$ cat src/rtl/cmsdk_ahb_master_arbiter.sv
// cmsdk_ahb_master_arbiter
//   Request/grant arbiter that lets up to four AHB-Lite masters share one system bus.
//   It uses rotating priority, holds the bus for locked sequences, never breaks a
//   burst, and caps how long one master may hold the bus while others are waiting.
//   It also produces the master-select codes that steer the bus muxes.
//
// Ports
//   HCLK, HRESET      clock and synchronous active-high reset
//   req[N]            per-master bus request (level)
//   lock[N]           per-master locked-sequence request, only valid together with req
//   HTRANS, HREADY    transfer type of the current address-phase owner, and bus ready
//   grant[N]          registered one-hot grant
//   hmaster           index of the master that owns the address phase
//   hmaster_data      index of the master that owns the data phase
//   hmastlock         the current address phase is locked
//   tenure_expired    the owner has used up its tenure while others are waiting
module cmsdk_ahb_master_arbiter #(
  parameter int unsigned NUM_MASTERS    = 3,
  parameter int unsigned DEFAULT_MASTER = 0,
  parameter int unsigned MAX_TENURE     = 16,
  parameter int unsigned TW             = 5
) (
  input  logic                   HCLK,
  input  logic                   HRESET,
  input  logic [NUM_MASTERS-1:0] req,
  input  logic [NUM_MASTERS-1:0] lock,
  input  logic [1:0]             HTRANS,
  input  logic                   HREADY,
  output logic [NUM_MASTERS-1:0] grant,
  output logic [1:0]             hmaster,
  output logic [1:0]             hmaster_data,
  output logic                   hmastlock,
  output logic                   tenure_expired
);

  localparam logic [1:0]             HtransIdle   = 2'b00;
  localparam logic [1:0]             HtransNonseq = 2'b10;
  localparam logic [1:0]             DefIdx       = 2'(DEFAULT_MASTER);
  localparam logic [NUM_MASTERS-1:0] DefGrant     =
      {{(NUM_MASTERS-1){1'b0}}, 1'b1} << DEFAULT_MASTER;
  localparam logic [TW-1:0]          MaxTen       = TW'(MAX_TENURE);

  typedef enum logic [1:0] {
    StOwned    = 2'd0,
    StHandover = 2'd1,
    StLocked   = 2'd2
  } state_e;

  state_e                 state_q, state_d;
  logic [NUM_MASTERS-1:0] grant_q, grant_d;
  // ptr_q is both the last-winner pointer and the index of the granted master:
  // a switch always moves the grant to the winner, so the two never differ.
  logic [1:0]             ptr_q, ptr_d;
  logic [1:0]             hmaster_q, hmaster_d;
  logic [1:0]             hdata_q, hdata_d;
  logic                   lock_q, lock_d;
  logic [TW-1:0]          cnt_q, cnt_d;

  logic [3:0] req_v;
  logic [3:0] lock_v;
  logic       own_req;
  logic       own_lock;
  logic       others_req;
  logic       addr_ok;
  logic       beat;
  logic       win_found;
  logic [1:0] win_idx;
  logic [1:0] cand;

  // Widen to four bits so indexing by a 2-bit master number is always in range.
  // Bits at index >= NUM_MASTERS are zero and therefore never win.
  assign req_v  = 4'(req);
  assign lock_v = 4'(lock);

  assign own_req    = req_v[ptr_q];
  assign own_lock   = own_req & lock_v[ptr_q];
  assign others_req = |(req_v & ~(4'b0001 << ptr_q));
  assign addr_ok    = (HTRANS == HtransIdle) || (HTRANS == HtransNonseq);
  assign beat       = HTRANS[1];  // NONSEQ or SEQ

  assign tenure_expired = (MAX_TENURE != 0) && (cnt_q == MaxTen);

  // Rotating priority: search from the master after the last winner, wrapping.
  // The current owner is therefore considered last.
  always_comb begin
    win_found = 1'b0;
    win_idx   = ptr_q;
    cand      = '0;
    for (int unsigned i = 1; i <= NUM_MASTERS; i++) begin
      cand = 2'((32'(ptr_q) + i) % NUM_MASTERS);
      if (!win_found && req_v[cand]) begin
        win_found = 1'b1;
        win_idx   = cand;
      end
    end
  end

  always_comb begin
    state_d   = state_q;
    grant_d   = grant_q;
    ptr_d     = ptr_q;
    hmaster_d = hmaster_q;
    hdata_d   = hdata_q;
    lock_d    = lock_q;
    cnt_d     = cnt_q;

    // Wait states freeze everything, including the grant.
    if (HREADY) begin
      hdata_d   = hmaster_q;
      hmaster_d = ptr_q;

      case (state_q)
        StOwned: begin
          if (own_lock && (HTRANS == HtransNonseq)) begin
            lock_d  = 1'b1;
            state_d = StLocked;
          end else if (addr_ok && (!own_req || (tenure_expired && !own_lock)) &&
                       win_found && (win_idx != ptr_q)) begin
            for (int unsigned i = 0; i < NUM_MASTERS; i++) begin
              grant_d[i] = (2'(i) == win_idx);
            end
            ptr_d   = win_idx;
            state_d = StHandover;
          end
        end
        // hmaster picks up the new owner on this edge.
        StHandover: state_d = StOwned;
        // Leaving the lock is the only action on this edge; arbitration waits.
        StLocked: begin
          if (!own_lock && addr_ok) begin
            lock_d  = 1'b0;
            state_d = StOwned;
          end
        end
        default: state_d = StOwned;
      endcase

      if ((ptr_d != ptr_q) || !others_req) begin
        cnt_d = '0;
      end else if (beat && (cnt_q != MaxTen)) begin
        cnt_d = cnt_q + TW'(1);
      end
    end
  end

  always_ff @(posedge HCLK) begin
    if (HRESET) begin
      state_q   <= StOwned;
      grant_q   <= DefGrant;
      ptr_q     <= DefIdx;
      hmaster_q <= DefIdx;
      hdata_q   <= DefIdx;
      lock_q    <= 1'b0;
      cnt_q     <= '0;
    end else begin
      state_q   <= state_d;
      grant_q   <= grant_d;
      ptr_q     <= ptr_d;
      hmaster_q <= hmaster_d;
      hdata_q   <= hdata_d;
      lock_q    <= lock_d;
      cnt_q     <= cnt_d;
    end
  end

  assign grant        = grant_q;
  assign hmaster      = hmaster_q;
  assign hmaster_data = hdata_q;
  assign hmastlock    = lock_q;

endmodule
$ cat config.mk
export PLATFORM = sky130hd
export DESIGN_NAME = cmsdk_ahb_master_arbiter
export DESIGN_NICKNAME = d
export VERILOG_FILES = /design/src/rtl/cmsdk_ahb_master_arbiter.sv
export SDC_FILE = /design/constraint.sdc
export NUM_CORES = 1
export LEC_CHECK = 0
export CAP_MARGIN = 20
export CORE_ASPECT_RATIO = 0.75
export CORE_MARGIN = 3
export CORE_UTILIZATION = 40
export DETAILED_ROUTE_END_ITERATION = 6
export GPL_TIMING_DRIVEN = 0
export SKIP_CTS_REPAIR_TIMING = 1
export SLEW_MARGIN = 20
export SYNTH_ARGS = -nofsm -noshare
export SYNTH_HDL_FRONTEND = slang
export SYNTH_SLANG_ARGS = --single-unit
$ cat constraint.sdc
create_clock -name HCLK -period 4.6 [get_ports HCLK]
set_input_delay 0.46 -clock HCLK [delete_from_list [all_inputs] [get_ports HCLK]]
set_output_delay 0.46 -clock HCLK [all_outputs]
set_load 0.005 [all_outputs]
Word-level counts from Yosys, hierarchy flattened
Index checks and enable logic that the tools add are counted.
Widths: inputs -> output; s select.

storage, ports and cells
  register bits after elaboration = 17
  output and inout bits = 9
  word-level logic and storage cells = 90

cells by class
  add/sub/neg operators = 4
  div/mod/pow operators = 3
  order comparisons = 4
  equal/unequal tests = 11
  shift-type cells = 1
  multiplexer cells = 29
  bitwise logic cells = 4
  reduce and logical (&&, ||, !) cells = 27

operator list
  kind                   count
  $mod 32x2->32 const B  3
  $mux 2                 10
  $lt 2x3->1 const B     4
  $bmux 1 s2             5
  $mux 1                 10
  $mux 5                 2
  $logic_and 1x1->1      9
  $reduce_and 4->1       2
  $add 2x2->3 const B    2
  $logic_not 2->1        3
  $add 5x1->5 const B    1
  $eq 5x5->1 const B     1
  $logic_not 1->1        5
  $ne 5x5->1 const B     1
  $and 3x4->4            1
  $eq 2x2->1 const B     2
  $ne 2x2->1             2
  $ne 2x2->1 const B     2
  $not 4->4              1
  $pmux 2 s2             1
  $reduce_bool 2->1      2
  $reduce_or 4->1        1
  $shl 1x2->4 const A    1
  $add 2x1->3 const B    1
  other kinds (9)        11

Depth between registers and ports, before layout
  depth in word-level cells = 21
  depth in mapped cells = 10
  mapped depth without buffers = 9

Worst setup path before layout
OpenSTA, ideal clock, no wires.

  path kind = flip-flop to flip-flop
  start = reg ptr_q[0]
  end = reg cnt_q[1]
  arrival = 2.331 ns
  required time = 4.469 ns
  slack = 2.138 ns
  stages on the path, launching flop included = 10
  clock period less this slack = 2.462 ns
  cells stage by stage = dfxtp_1 inv_1 ha_1 buf_2 nor4b_1 nor4_4 o32ai_2 o21ai_1 a21oi_2 o32ai_2

between the ends
  longest elaborated chain between the ends = 21
  elaborated cells between the ends (all ways) = 50
  those cells by class = 3 x add/sub; 3 x div; 2 x eq/ne; 1 x shift; 21 x mux; 3 x bitwise; 17 x reduce/logical

RTL lines
  item                          RTL line  text
  start, declared               53        logic [1:0] ptr_q, ptr_d;
  start signal, assigned        150       ptr_q <= DefIdx;
  start signal, assigned        158       ptr_q <= ptr_d;
  $add 2x1->3                   90        cand = 2'((32'(ptr_q) + i) % NUM_MASTERS);
  $mod 32x2->32                 90
  $bmux 1 s2                    91        if (!win_found && req_v[cand]) begin
  $mux 1 (not written as such)  91
  $mux 1                        91
  $logic_not 1->1               91
  $logic_and 1x1->1             91
  $mux 1                        91
  (+5 left out)                 -
  $mux 2                        117       end else if (addr_ok && (!own_req || (tenure_expired && !own_lock)) &&
  $mux 2                        114       if (own_lock && (HTRANS == HtransNonseq)) begin
  $mux 2                        112       case (state_q)
  $mux 2                        108       if (HREADY) begin
  $ne 2x2->1                    138       if ((ptr_d != ptr_q) || !others_req) begin
  $logic_or 1x1->1 *            138
  $reduce_bool 2->1 (no line)   -
  $reduce_and 2->1 (no line)    -
  end signal, assigned          162       cnt_q <= cnt_d;
  end, declared                 57        logic [TW-1:0] cnt_q, cnt_d;

Every way passes the cells marked *; elsewhere a longest branch is shown, timed or not. The select of a mux whose other input is x is not followed.
A chain may end at the register's enable or synchronous reset.

Worst setup path after layout
  start = reg ptr_q[1]
  end = reg cnt_q[1]

The elaborated chain is that of the path after synthesis.

==> metrics.txt <==
crit-path cells=inv_1, ha_1, buf_2, and3b_1, nor4_1, o21ai_1, nor3_2, a31oi_1, a21oi_2, o32ai_2; RSZ-0062 raised after global routing=false; switch share=0.3319; Synth Cell Area=1261 um^2; vias per cell=5.597; layout cells sized above 1=0.1200; leakage=0.6166 nW; clk sinks=17; outcome=complete, no violations; r2r startpoint=ptr_q[1]; Main synth FF type=dfxtp_1; top cell type's share of synthesized area=0.2698; Seq/Total Area, Yosys=0.2698; routability cong.=0.7595; dpl hpwl=2316 um; Fmax=348.0 MHz; antenna violations before repair=0; Worst R2R Setup Slack=1.73 ns; Worst Hold Launch=grant[2]; Cell Rows=16; max incr delay on CP=0.51 ns; arrival time worst endpoint=3.01 ns; kind of critical path=register to register; synthesized area per cell=8.190 um^2; Hold Violations, Final=0; Worst-Margin Slew=0.5046 ns; placeable core region=2803 um^2; Hold Crit Class=register to register; Yosys cell types=54; largest net degree at the start of global routing=11; Port Buf Inserts=17; final max-slew violation count=0; worst-skew pair later-pin latency=0.25 ns; Req. time, crit path=4.73 ns; number of flops mapped to enable cells by yosys=0; Die Span Y=54.63 um; Synth area leaders=dfxtp_1, ha_1, mux2i_1; cells on worst reg2reg path=10; Period minus WS final=2.874 ns; grt ovf=0; Max VDD drop=0.1629 mV; TNS Setup=0 ns; global-route wire length before repair=5112 um; number of buffers created by CTS=3; slowest CP cell=dfxtp_1; clk root buf=clkbuf_8; vias in the first global route=1086; most frequent cells in the layout=nor2_1, dfxtp_1, clkdlybuf4s50_1; share of total power in combinational logic=0.330; Iteration-0 DRC Markers=63; Synth async-reset ratio=0; startpoint class of the critical path=register; Worst-path clk slew=0.07 ns; NetSw=0.1371 mW; Syn. warnings=0; Setup Skew=0.004530 ns; I/O pin cnt=20; global-route usage over all layers=0.1706; clock network power share=0.277; R2R Path End=cnt_q[1]; fin nets=194; clk buf depth=2; Yosys reg bits=17; post-route clock period utilization=0.6247; hold path cells=2; die area=3870 um^2; MaxCap Viol Count=0; Die X-Extent=70.84 um; crit path launch=ptr_q[1]; Mapped Nets=172; wire length per cell=14.10 um; Pint=0.2760 mW; CTS tree=built; DRT Pass-1 Iters=4; Area Growth Syn to Fin=20.73%; vias=1181; CP Max Fanout=10; post-layout util=0.5433; sequential power share=0.393; residual DRC count=0; cells after synthesis=154; Relative slew margins=0.6588; Setup Viol. Count Final=0; Pwr Density=271.3 nW/um^2; Hold Path Sink=grant[2]; antenna cells=0; Final ANT Viol Nets=0; starting density of the core=0.4500; H-tree depth=1; final wirelength=2976 um; Crit. End Element=register; largest area contributor in the netlist=dfxtp_1
area by class of cell:
cell class                 count  area [um^2]
inverter                      10        37.54
buffer                         8        36.28
tap                           36        45.04
clock buffer                   3        41.29
sequential                    17        340.3
timing repair buffer          17        170.2
fill                         286         1280
multi-input combinational    119        847.1
clock inverter                 1        5.005
how the worst max path moves through the flow:
stage / end / slack (ns) / cells past startpoint
2_1_floorplan: cnt_q[1] / 2.14 / 9
3_3_place_gp: cnt_q[1] / 1.73 / 10
3_5_place_dp: cnt_q[1] / 1.71 / 10
4_1_cts: cnt_q[1] / 1.71 / 10
5_1_grt: cnt_q[1] / 1.42 / 10
6_report: cnt_q[1] / 1.73 / 10
synthesized netlist by cell type, drive strengths merged, types with 3 or more instances:
cell    number
dfxtp       17
nor2        17
nand2       12
inv         10
o21ai        9
a21oi        7
ha           7
mux2i        7
nand2b       6
nor3         6
a211oi       4
buf          4
clkbuf       4
nand3        3
o32ai        3
xor2         3
worst max-delay path, delay by kind of cell, from the launching register on:
kind                       cells  cell delay [ns]
and+or+nand+nor                3             0.75
AOI/OAI and AO/OA              4             0.72
DFF                            1             0.51
buffers and inverters          2             0.42
adders and majority gates      1             0.35
flip-flops by register name, summed over array words and instances, names as in the netlist:
| signal | cells |
|---|---|
| grant | 3 |
| ptr_q | 2 |
| state_q | 2 |
| hmastlock | 1 |
| hmaster | 2 |
| hmaster_data | 2 |
| cnt_q | 5 |
power by group through the flow:
| stage | sequential (mW) | combinational, mW | clock, mW |
|---|---|---|---|
| after detailed placement | 0.166 | 0.135 | 0 |
| after CTS | 0.162 | 0.136 | 0.118 |
| after global placement | 0.165 | 0.132 | 0 |
| after floorplan | 0.164 | 0.0992 | 0 |
| after global routing | 0.164 | 0.152 | 0.123 |
| final | 0.162 | 0.136 | 0.114 |
kinds of logic after synthesis:
group	synth area share
flip-flops	0.2698
XOR/XNOR	0.02778
buffers and inverters	0.05852
multiplexers	0.07341
AO/OA/AOI/OAI	0.2431
adder cells (fa/ha/maj)	0.06944
AND/OR/NAND/NOR	0.2580
layer usage:
layer,global-route usage,vias to the layer above,part of all wire
met3,0.04220,2,0.044
met2,0.2692,33,0.42
met4,0.04063,0,0.0054
met5,0,-,0
met1,0.2363,552,0.53
li1,-,594,-
through the flow:
stage	std cells	setup WS, ns	total power [mW]	area [um^2]	hold WS (ns)
floorplan	154	2.138	0.2632	1261	0.4676
global placement	207	1.733	0.2971	1476	0.4603
detailed placement	207	1.714	0.3012	1476	0.4746
CTS	211	1.708	0.4165	1523	0.4934
global route	211	1.422	0.4388	1523	0.5187
finish	211	1.726	0.4131	1523	0.4865
No activity file was read; power rests on OpenSTA's default activity.
